$ cat src/rtl/mem_pkg.sv
// Shared memory-access types: the access width encoding used by control and the
// load/store unit, the load/store unit state set, and width helpers.
package mem_pkg;

    typedef enum logic [1:0] {
        BITS8  = 2'd0,
        BITS16 = 2'd1,
        BITS32 = 2'd2
    } MemWidth;

    typedef enum logic [2:0] {
        IDLE     = 3'd0,
        ACCESS   = 3'd1,
        DRAIN    = 3'd2,
        RESP     = 3'd3,
        ERR_RESP = 3'd4
    } LsuState;

    // Encoding 3 of the width field has no MemWidth member and is always rejected.
    localparam logic [1:0] WIDTH_RSVD = 2'd3;

    function automatic logic [2:0] width_bytes(input MemWidth w);
        case (w)
            BITS8:   return 3'd1;
            BITS16:  return 3'd2;
            default: return 3'd4;
        endcase
    endfunction

    function automatic logic [1:0] last_index(input MemWidth w);
        case (w)
            BITS8:   return 2'd0;
            BITS16:  return 2'd1;
            default: return 2'd3;
        endcase
    endfunction

endpackage

$ cat src/rtl/load_store_unit_if.sv
// Bundle of the control-side request/response handshake and the byte-wide RAM port
// of the load/store unit. "slave" is the unit's view, "master" is its environment.
interface load_store_unit_if #(
    parameter int ADDR_WIDTH = 32
);
    // req: a transfer happens on a clk edge where req_valid & req_ready are both 1;
    // req_valid and every req_* field stay stable until then. resp_valid is a
    // single-cycle strobe with no back-pressure; resp_err/resp_rdata are only
    // meaningful while it is high.
    logic                  req_valid;
    logic                  req_ready;
    logic                  req_we;
    logic [1:0]            req_width;
    logic                  req_unsigned;
    logic [ADDR_WIDTH-1:0] req_addr;
    logic [31:0]           req_wdata;
    logic                  resp_valid;
    logic                  resp_err;
    logic [31:0]           resp_rdata;
    logic [ADDR_WIDTH-1:0] mem_addr;
    logic                  mem_we;
    logic [7:0]            mem_wdata;
    logic [7:0]            mem_rdata;

    modport slave (
        input  req_valid, req_we, req_width, req_unsigned, req_addr, req_wdata, mem_rdata,
        output req_ready, resp_valid, resp_err, resp_rdata, mem_addr, mem_we, mem_wdata
    );

    modport master (
        output req_valid, req_we, req_width, req_unsigned, req_addr, req_wdata, mem_rdata,
        input  req_ready, resp_valid, resp_err, resp_rdata, mem_addr, mem_we, mem_wdata
    );

endinterface

$ cat src/rtl/load_extend.sv
// Sign/zero extension of an assembled little-endian load word to 32 bits.
module load_extend
    import mem_pkg::*;
(
    input  logic [31:0] raw,
    input  logic [1:0]  width,
    input  logic        is_unsigned,
    output logic [31:0] rdata
);

    always_comb begin
        rdata = raw;
        case (MemWidth'(width))
            BITS8:   rdata = is_unsigned ? {24'd0, raw[7:0]}  : {{24{raw[7]}}, raw[7:0]};
            BITS16:  rdata = is_unsigned ? {16'd0, raw[15:0]} : {{16{raw[15]}}, raw[15:0]};
            default: rdata = raw;
        endcase
    end

endmodule

$ cat src/rtl/load_store_unit.sv
// Byte-serial load/store stage: walks N = 1/2/4 bytes of a little-endian 8-bit RAM,
// assembles and extends loads, and returns a one-cycle done/err strobe.
module load_store_unit
    import mem_pkg::*;
#(
    parameter int                    ADDR_WIDTH = 32,
    parameter logic [ADDR_WIDTH-1:0] ADDR_LIMIT = 'hffff
) (
    input  logic               clk,
    input  logic               rst_n,
    load_store_unit_if.slave   bus,
    output LsuState            dbg_state
);

    LsuState               state, state_d;
    logic [1:0]            idx;
    logic                  we_q;
    logic [1:0]            width_q;
    logic                  uns_q;
    logic [ADDR_WIDTH-1:0] addr_q;
    logic [31:0]           wdata_q;
    logic [31:0]           data_q;
    logic [31:0]           ext_data;
    logic [1:0]            last_idx;
    logic [1:0]            cap_idx;
    logic [ADDR_WIDTH:0]   req_end;
    logic                  req_bad;
    logic                  accept;

    // One extra bit so an access wrapping past the top of the address space still errs.
    assign req_end = {1'b0, bus.req_addr}
                   + (ADDR_WIDTH+1)'(width_bytes(MemWidth'(bus.req_width)))
                   - (ADDR_WIDTH+1)'(1);
    assign req_bad  = (bus.req_width == WIDTH_RSVD) || (req_end > {1'b0, ADDR_LIMIT});
    assign accept   = bus.req_valid && (state == IDLE);
    assign last_idx = last_index(MemWidth'(width_q));
    assign cap_idx  = idx - 2'd1;
    assign dbg_state = state;

    load_extend u_extend (
        .raw         (data_q),
        .width       (width_q),
        .is_unsigned (uns_q),
        .rdata       (ext_data)
    );

    always_ff @(posedge clk or negedge rst_n) begin
        if (!rst_n) state <= IDLE;
        else        state <= state_d;
    end

    always_comb begin
        state_d        = state;
        bus.req_ready  = 1'b0;
        bus.resp_valid = 1'b0;
        bus.resp_err   = 1'b0;
        bus.resp_rdata = 32'd0;
        bus.mem_addr   = '0;
        bus.mem_we     = 1'b0;
        bus.mem_wdata  = 8'd0;
        case (state)
            IDLE: begin
                bus.req_ready = 1'b1;
                if (bus.req_valid) state_d = req_bad ? ERR_RESP : ACCESS;
            end
            ACCESS: begin
                bus.mem_addr  = addr_q + ADDR_WIDTH'(idx);
                bus.mem_we    = we_q;
                bus.mem_wdata = wdata_q[{idx, 3'b000} +: 8];
                if (idx == last_idx) state_d = we_q ? RESP : DRAIN;
            end
            DRAIN: state_d = RESP;
            RESP: begin
                bus.resp_valid = 1'b1;
                bus.resp_rdata = ext_data;
                state_d        = IDLE;
            end
            ERR_RESP: begin
                bus.resp_valid = 1'b1;
                bus.resp_err   = 1'b1;
                state_d        = IDLE;
            end
            default: state_d = IDLE;
        endcase
    end

    // RAM read data lags the address by one cycle, so byte idx-1 lands while idx is driven.
    always_ff @(posedge clk or negedge rst_n) begin
        if (!rst_n) begin
            idx     <= 2'd0;
            we_q    <= 1'b0;
            width_q <= 2'd0;
            uns_q   <= 1'b0;
            addr_q  <= '0;
            wdata_q <= 32'd0;
            data_q  <= 32'd0;
        end else if (accept) begin
            idx     <= 2'd0;
            we_q    <= bus.req_we;
            width_q <= bus.req_width;
            uns_q   <= bus.req_unsigned;
            addr_q  <= bus.req_addr;
            wdata_q <= bus.req_wdata;
            data_q  <= 32'd0;
        end else if (state == ACCESS) begin
            if (!we_q && idx != 2'd0) data_q[{cap_idx, 3'b000} +: 8] <= bus.mem_rdata;
            if (idx != last_idx) idx <= idx + 2'd1;
        end else if (state == DRAIN) begin
            data_q[{last_idx, 3'b000} +: 8] <= bus.mem_rdata;
        end
    end

endmodule
$ cat src/flat_wrapper.sv
// flat-port wrapper written by rule: the top's interface ports become plain ports
module load_store_unit_flat import mem_pkg::*;
#(
    parameter int                    ADDR_WIDTH = 32,
    parameter logic [ADDR_WIDTH-1:0] ADDR_LIMIT = 'hffff
)
  (clk, rst_n, dbg_state, bus_req_valid, bus_req_we, bus_req_width, bus_req_unsigned, bus_req_addr, bus_req_wdata, bus_mem_rdata, bus_req_ready, bus_resp_valid, bus_resp_err, bus_resp_rdata, bus_mem_addr, bus_mem_we, bus_mem_wdata);
  load_store_unit_if #(.ADDR_WIDTH(ADDR_WIDTH)) bus_i ();
  input  logic clk;
  input  logic rst_n;
  output LsuState dbg_state;
  input wire logic [$bits(bus_i.req_valid)-1:0] bus_req_valid;
  input wire logic [$bits(bus_i.req_we)-1:0] bus_req_we;
  input wire logic [$bits(bus_i.req_width)-1:0] bus_req_width;
  input wire logic [$bits(bus_i.req_unsigned)-1:0] bus_req_unsigned;
  input wire logic [$bits(bus_i.req_addr)-1:0] bus_req_addr;
  input wire logic [$bits(bus_i.req_wdata)-1:0] bus_req_wdata;
  input wire logic [$bits(bus_i.mem_rdata)-1:0] bus_mem_rdata;
  output wire logic [$bits(bus_i.req_ready)-1:0] bus_req_ready;
  output wire logic [$bits(bus_i.resp_valid)-1:0] bus_resp_valid;
  output wire logic [$bits(bus_i.resp_err)-1:0] bus_resp_err;
  output wire logic [$bits(bus_i.resp_rdata)-1:0] bus_resp_rdata;
  output wire logic [$bits(bus_i.mem_addr)-1:0] bus_mem_addr;
  output wire logic [$bits(bus_i.mem_we)-1:0] bus_mem_we;
  output wire logic [$bits(bus_i.mem_wdata)-1:0] bus_mem_wdata;
  assign bus_i.req_valid = bus_req_valid;
  assign bus_i.req_we = bus_req_we;
  assign bus_i.req_width = bus_req_width;
  assign bus_i.req_unsigned = bus_req_unsigned;
  assign bus_i.req_addr = bus_req_addr;
  assign bus_i.req_wdata = bus_req_wdata;
  assign bus_i.mem_rdata = bus_mem_rdata;
  assign bus_req_ready = bus_i.req_ready;
  assign bus_resp_valid = bus_i.resp_valid;
  assign bus_resp_err = bus_i.resp_err;
  assign bus_resp_rdata = bus_i.resp_rdata;
  assign bus_mem_addr = bus_i.mem_addr;
  assign bus_mem_we = bus_i.mem_we;
  assign bus_mem_wdata = bus_i.mem_wdata;
  load_store_unit #(.ADDR_WIDTH(ADDR_WIDTH), .ADDR_LIMIT(ADDR_LIMIT)) u_core (.clk(clk), .rst_n(rst_n), .bus(bus_i), .dbg_state(dbg_state));
endmodule
$ cat config.mk
export PLATFORM = sky130hd
export DESIGN_NAME = load_store_unit_flat
export DESIGN_NICKNAME = d
export VERILOG_FILES = /design/src/rtl/mem_pkg.sv /design/src/rtl/load_store_unit_if.sv /design/src/rtl/load_extend.sv /design/src/rtl/load_store_unit.sv /design/src/flat_wrapper.sv
export SDC_FILE = /design/constraint.sdc
export NUM_CORES = 1
export LEC_CHECK = 0
export CORE_AREA = 8 8 128 130
export CTS_CLUSTER_DIAMETER = 60
export CTS_CLUSTER_SIZE = 40
export DETAILED_ROUTE_END_ITERATION = 7
export DIE_AREA = 0 0 136 138
export PLACE_DENSITY = 0.78
export SYNTH_ARGS = -nofsm -noshare
export SYNTH_HDL_FRONTEND = slang
export SYNTH_SLANG_ARGS = --single-unit
$ cat constraint.sdc
create_clock -name clk -period 8.9 [get_ports clk]
set_input_delay 1.78 -clock clk [delete_from_list [all_inputs] [get_ports clk]]
set_output_delay 1.78 -clock clk [all_outputs]
set_load 0.02 [all_outputs]
# Yosys cells after proc, flatten, opt, wreduce, memory -nomap -nowiden
# Cells that the tools add are included.
totals:
  output_inout_bits: 79
  regBits: 105
op_classes:
  magnitude_cmp: 1
  n_addsub: 7
  n_reduce_logical: 15
  n_mux: 26
  eq_ne: 12
  n_shift: 5
ops:
  columns: ["op", "count"]
  rows:
  - ["$mux 32", 8]
  - ["$bwmux 32", 2]
  - ["$pmux 32 s2", 1]
  - ["$shift 8x7->32 const A", 2]
  - ["$shiftx 8x7->32", 2]
  - ["$add 32x3->33", 1]
  - ["$gt 33x16->1 const B", 1]
  - ["$sub 33x1->33 const B", 1]
  - ["$add 32x2->32", 1]
  - ["$shiftx 32x6->8", 1]
  - ["$neg 5->7", 2]
  - ["$mux 3", 3]
  - ["$pmux 3 s3", 1]
  - ["$mux 8", 1]
  - ["$eq 3x2->1 const B", 2]
  - ["$mux 2", 3]
  - ["$pmux 3 s2", 1]
  - ["$reduce_and 2->1", 3]
  - ["$reduce_bool 2->1", 3]
  - ["$mux 1", 5]
  - ["$eq 2x1->1 const B", 2]
  - ["$logic_not 2->1", 2]
  - ["$pmux 2 s2", 1]
  - ["$eq 3x1->1 const B", 1]
  - ["other kinds (15)", 16]

# Longest topological paths before layout
logic_depth:
  word_depth: 9
  depth_mapped: 15
  depth_no_buf: 15

# By module
# Synthesis repeated with hierarchy kept, for this count alone.
unflattened:
  hier_cells: 913
  hier_area_um2: 7378.3
modules_own_cells:
  columns: ["module", "seq_area_each_um2", "instances", "area_each_um2", "cells_each"]
  rows:
  - ["load_store_unit", 2627.5, 1, 7023.0, 846]
  - ["load_extend", 0.0, 1, 355.3, 67]

# Worst setup path after synthesis
# OpenSTA, ideal clock, no wires.
synth_timing:
  path_kind: "in2reg"
  startpoint: "in bus_req_width[1]"
  endpoint: "reg u_core.state[0], in the netlist u_core.dbg_state[0]"
  setup_ns: 0.067
  setup_slack_ns: 3.523
  path_stages: 15
  n_path_buf: 0
  t_arrival_ns: 5.310
  required_ns: 8.833
  cell_sequence: "inv_1 nand2_1 ha_1 inv_1 ha_1 fa_1 a211oi_2 o21ai_1 o221a_1 or4_1 a32o_1 or4_1 or4_1 nor4_2 a311o_1"
synth_via:
  elab_chain_cells: 9
  elab_cells_between_ends: 11
synth_rtl:
  columns: ["element", "line", "rtl"]
  rows:
  - ["start, declared", "flat_wrapper.sv:14", "input wire logic [$bits(bus_i.req_width)-1:0] bus_req_width;"]
  - ["$eq 2x1->1 or $logic_not 2->1 (tied branches)", "mem_pkg.sv:23", "case (w)"]
  - ["$pmux 3 s2", "mem_pkg.sv:23", null]
  - ["$add 32x3->33", "load_store_unit.sv:32", "+ (ADDR_WIDTH+1)'(width_bytes(MemWidth'(bus.req_width)))"]
  - ["$sub 33x1->33", "load_store_unit.sv:33", "- (ADDR_WIDTH+1)'(1);"]
  - ["$gt 33x16->1", "load_store_unit.sv:34", "assign req_bad = (bus.req_width == WIDTH_RSVD) || (req_end > {1'b0, ADDR_LIMIT});"]
  - ["$logic_or 1x1->1 (*)", "load_store_unit.sv:34", null]
  - ["$mux 3 (*) (2 in a row)", "load_store_unit.sv:64", "if (bus.req_valid) state_d = req_bad ? ERR_RESP : ACCESS;"]
  - ["$pmux 3 s3 (*)", "load_store_unit.sv:61", "case (state)"]
  - ["end signal, assigned", "load_store_unit.sv:49", "else state <= state_d;"]
  - ["end, declared", "load_store_unit.sv:15", "LsuState state, state_d;"]
# Every way passes the cells marked *; elsewhere a longest branch is shown, timed or not. The select of a mux whose other input is x is not followed.
# A chain may end at the register's enable or synchronous reset.

# Worst setup path after layout
layout_timing:
  startpoint: "reg u_core.idx[0]"
  endpoint: "out bus_mem_addr[31]"
layout_via:
  elab_chain_cells: 2
layout_rtl:
  columns: ["element", "line", "rtl"]
  rows:
  - ["start, declared", "load_store_unit.sv:16", "logic [1:0] idx;"]
  - ["start signal, assigned", "load_store_unit.sv:107", "if (idx != last_idx) idx <= idx + 2'd1;"]
  - ["$add 32x2->32", "load_store_unit.sv:67", "bus.mem_addr = addr_q + ADDR_WIDTH'(idx);"]
  - ["$mux 32", "load_store_unit.sv:61", null]
  - ["end, declared", "flat_wrapper.sv:23", "output wire logic [$bits(bus_i.mem_addr)-1:0] bus_mem_addr;"]
# Every way passes these cells.

==> summary.md <==
| Metric | Value |
|---|---|
| Run status | `finished, final reports clean` |
| Pwr/cell area | `between 200 and 300 mW/mm²` |
| Antenna violations before repair | `0` |
| Synthesized area | `0.00705 mm²` |
| Setup slack, reg-to-reg | `5.90 ns` |
| Vias in the first global route | `~6.6k` |
| Total length of routed met2 wires | `between 9000 and 10,000 µm` |
| Most instantiated cells after synthesis | `221 x sky130_fd_sc_hd__nand2_1, 105 x sky130_fd_sc_hd__dfrtp_1, 73 x sky130_fd_sc_hd__o21ai_0, 66 x sky130_fd_sc_hd__nor2_1, 60 x sky130_fd_sc_hd__inv_1` |
| Ratio of cells with drive above 1 in the final layout | `3.88%` |
| Data arrival time of the worst path | `4.49 ns` |
| Worst supply voltage drop on vdd | `approximately 0.00011 V` |
| NumNets Final | `1,146` |
| Capturing instance or port of the critical path | `bus_mem_addr[31]` |
| Number of setup buffers added after CTS | `0` |
| Worst-path cell chain | `ha_1, a21o_1, nand4_1, nor3_1, nand3_1, or2_2, or3_1, a21oi_1, clkdlybuf4s50_1` |
| Worst-case clock skew | `0.00761 ns` |
| Worst Reg2Reg Path Length in Cells | `5` |
| Number of hold buffers added after cts | `0` |
| Portion of the clock cycle consumed by the worst path in the final layout | `70.4%` |
| Number of I/O pins | `158` |
| Count of distinct cell types in the synthesized netlist | `55` |
| Inst Count DP | `between 1k and 1.5k` |
| Number of search-and-repair iterations in the first detailed-routing pass | `7` |
| CTS tree | `built` |
| Class of the most critical hold timing path | `reg -> reg` |
| Area enclosed by the die boundary | `0.0188 mm²` |
| Hold Violations, Final | `0` |
| Number of inserted diodes | `0` |
| Register bit total from synthesis | `105` |
| Max-slew violation count | `0` |
| Total overflow reported by the global router | `0` |
| Kind of end point of the critical path | `primary output` |
| Met3 wire length | `around 1100 µm` |
| Clock Latency Late Sink | `roughly 0.35 ns` |
| Max transition margin | `24.5%` |
| Area of the placeable core | `0.0143 mm²` |
| Instance count on the critical path | `9` |
| Critical setup path kind | `reg -> out` |
| Root buffer cell | `sky130_fd_sc_hd__clkbuf_16` |
| Sequential fraction of the synthesis area | `37.3%` |
| Crit path launch | `u_core.idx[0]` |
| Worst path required time | `~7.1 ns` |
| Detail-routed via count per cell | `between 5 and 6` |
| Clock Tree Buf Depth | `2` |
| Fin cells | `1,214` |
| Largest net degree at the start of global routing | `98` |
| Weighted congestion reported at the end of routability-driven placement | `between 0.9 and 1` |
| Final Routed Wirelength | `19,900 µm` |
| Filler instances | `1,329` |
| Primary flip-flop cell chosen by synthesis mapping | `sky130_fd_sc_hd__dfrtp_1` |
| Vertical extent of the die | `138 µm` |
| Die X | `roughly 140 µm` |
| Achievable clock frequency | `159 MHz` |
| Count of mapped cells out of synthesis | `about 890` |
| Placement row count | `44` |
| Vias | `6,644` |
| Cells resized by post-CTS repair | `0` |
| Static Leakage | `3.97 nW` |
| Portion of synthesized cell area occupied by the leading cell type | `37.3%` |
| Max FO, Critical Path | `15` |
| Final-report setup violation count | `0` |
| Clock Pin Slew Worst Setup and Hold Paths | `0.07 ns` |
| Number of buffers added by the clock tree synthesis step | `9` |
| WL/cell | `16.4 µm` |
| 1st-iter DRT viols | `310` |
| Slew at the pin closest to its max-slew limit | `1.13 ns` |
| Critical Path Source Type | `flop` |
| Number of I/O port buffers | `157` |
| Setup repair after global routing missed its margin | `false` |
| Syn_nets | `1,012` |
| Global Route Usage Sum | `21.2%` |
| Clock tree sinks | `105` |
| Post-detailed-route DRC marker count | `0` |
| Maximum Capacitance Violations | `0` |
| Initial core utilization | `49.2%` |
| Area contributors post-synth | `sky130_fd_sc_hd__dfrtp_1 37%, sky130_fd_sc_hd__nand2_1 12%, sky130_fd_sc_hd__ha_1 7.1%` |
| WL met1 | `8680 µm` |
| Antenna-violating nets left | `0` |
| CP delay by family, top | `simple AND/OR/NAND/NOR gates` |
| Number of enable-type register cells in the synthesized netlist | `0` |
| Top layer used by detailed routing | `met4` |
| Proportion of synthesized flip-flops having asynchronous set or reset | `100%` |
| Syn_area_per_cell | `approximately 7.9 µm²` |
| Synthesis-to-finish area growth | `28.3%` |
| Crit path buffers/inverters | `1` |
| Slowest Stage Delay on Critical Path | `0.84 ns` |
| Final critical-path required period | `~6.3 ns` |
| Final HPWL DP | `between 15,000 and 20,000 µm` |
| Yosys warns | `0` |
| Reg-to-reg critical path endpoint | `u_core.data_q[3]` |
| Wire length of the first global-routing pass | `32,600 µm` |
| Critical register-to-register path startpoint | `u_core.dbg_state[2]` |
| Accumulated negative setup slack | `0 ns` |
| Critical path's slowest cell | `sky130_fd_sc_hd__dfrtp_1` |
| Maximum level of the CTS H-tree | `3` |
| Cell type contributing the most total cell area after synthesis | `sky130_fd_sc_hd__dfrtp_1` |
| Leading cell type by number of instances after synthesis | `sky130_fd_sc_hd__nand2_1` |
power breakdown:
group	total [mW]	internal (mW)	leakage, nW	switching, mW
Combinational	1.00	0.432	2.47	0.570
Sequential	0.862	0.671	1.34	0.190
Clock	0.418	0.230	0.155	0.188
Total	2.28	1.33	3.97	0.947
per-stage QoR:
stage               cell area, µm²  power [mW]  util (%)  worst slack [ns]  hold slack [ns]
floorplan                     7050        1.51         -              3.52            0.440
global placement              8730        1.85      61.0              2.78            0.452
detailed placement            8730        1.87      61.0              2.73            0.459
CTS                           9040        2.30      63.1              2.61            0.477
global route                  9040        2.46      63.1              2.34            0.491
finish                        9040        2.28      63.1              2.63            0.473
worst min-delay path by stage:
stage	from	depth (start not counted)	slack (ns)	endpoint
3_5_place_dp	u_core.wdata_q[17]	2	0.46	u_core.wdata_q[17]
3_3_place_gp	u_core.data_q[0]	2	0.45	u_core.data_q[0]
4_1_cts	u_core.wdata_q[17]	2	0.48	u_core.wdata_q[17]
2_1_floorplan	u_core.wdata_q[16]	2	0.44	u_core.wdata_q[16]
6_report	u_core.data_q[5]	2	0.47	u_core.data_q[5]
5_1_grt	u_core.wdata_q[17]	2	0.49	u_core.wdata_q[17]
routing by layer:
metal | track usage (%) | up-vias
met2 | 36.2 | 184
met5 | 0 | -
met4 | 4.92 | 0
met3 | 4.38 | 17
li1 | - | 3302
met1 | 26.5 | 3141
layout by cell type, fill, tap and decap left out, types with 6 or more instances in the layout:
cell,count
sky130_fd_sc_hd__ha_1,40
sky130_fd_sc_hd__and2_1,20
sky130_fd_sc_hd__clkdlybuf4s50_1,156
sky130_fd_sc_hd__mux4_2,8
sky130_fd_sc_hd__o211ai_1,6
sky130_fd_sc_hd__dfrtp_1,105
sky130_fd_sc_hd__xnor2_1,17
sky130_fd_sc_hd__a21o_1,6
sky130_fd_sc_hd__a22o_1,9
sky130_fd_sc_hd__nor2_1,66
sky130_fd_sc_hd__nand3_1,15
sky130_fd_sc_hd__o21a_1,10
sky130_fd_sc_hd__nand2_1,220
sky130_fd_sc_hd__o22ai_1,10
sky130_fd_sc_hd__inv_1,60
sky130_fd_sc_hd__o21ai_0,73
sky130_fd_sc_hd__nand2b_1,6
sky130_fd_sc_hd__a31oi_1,6
sky130_fd_sc_hd__clkbuf_16,9
sky130_fd_sc_hd__nand4_1,19
sky130_fd_sc_hd__nor3_1,11
sky130_fd_sc_hd__a211oi_1,7
sky130_fd_sc_hd__xor2_1,25
sky130_fd_sc_hd__a21oi_1,58
flip-flops by register name, summed over array words and instances, names as in the netlist:
signal	cells
u_core.addr_q	32
u_core.data_q	32
u_core.dbg_state	3
u_core.idx	2
u_core.uns_q	1
u_core.wdata_q	32
u_core.we_q	1
u_core.width_q	2
final cells by class:
cell class	instances	area, µm²	share of cell area, %
clock buffer	10	239	2.64
clock inverter	6	72.6	0.803
inverter	60	225	2.49
multi-input combinational	689	4050	44.8
sequential	105	2630	29.1
tap	184	230	2.55
timing repair buffer	160	1590	17.6
worst register-to-register path: cells and delay by family, from the launching register on:
kind               cells  cell delay [ns]
AOI/OAI and AO/OA      2             0.82
DFF                    1             0.52
and+or+nand+nor        3             1.50
kinds of logic (layout without fill, tap and decap cells):
| kind of cell | after synthesis | after routing | share of synthesized area, % |
|---|---|---|---|
| AO/OA/AOI/OAI | 210 | 210 | 17.9 |
| XOR/XNOR | 42 | 42 | 5.22 |
| adder cells (fa/ha/maj) | 42 | 42 | 7.67 |
| buffers and inverters | 97 | 236 | 5.24 |
| flip-flops | 105 | 105 | 37.3 |
| multiplexers | 10 | 10 | 2.84 |
| AND/OR/NAND/NOR | 385 | 385 | 23.8 |
Note: power is estimated with default switching activity, not from simulation.
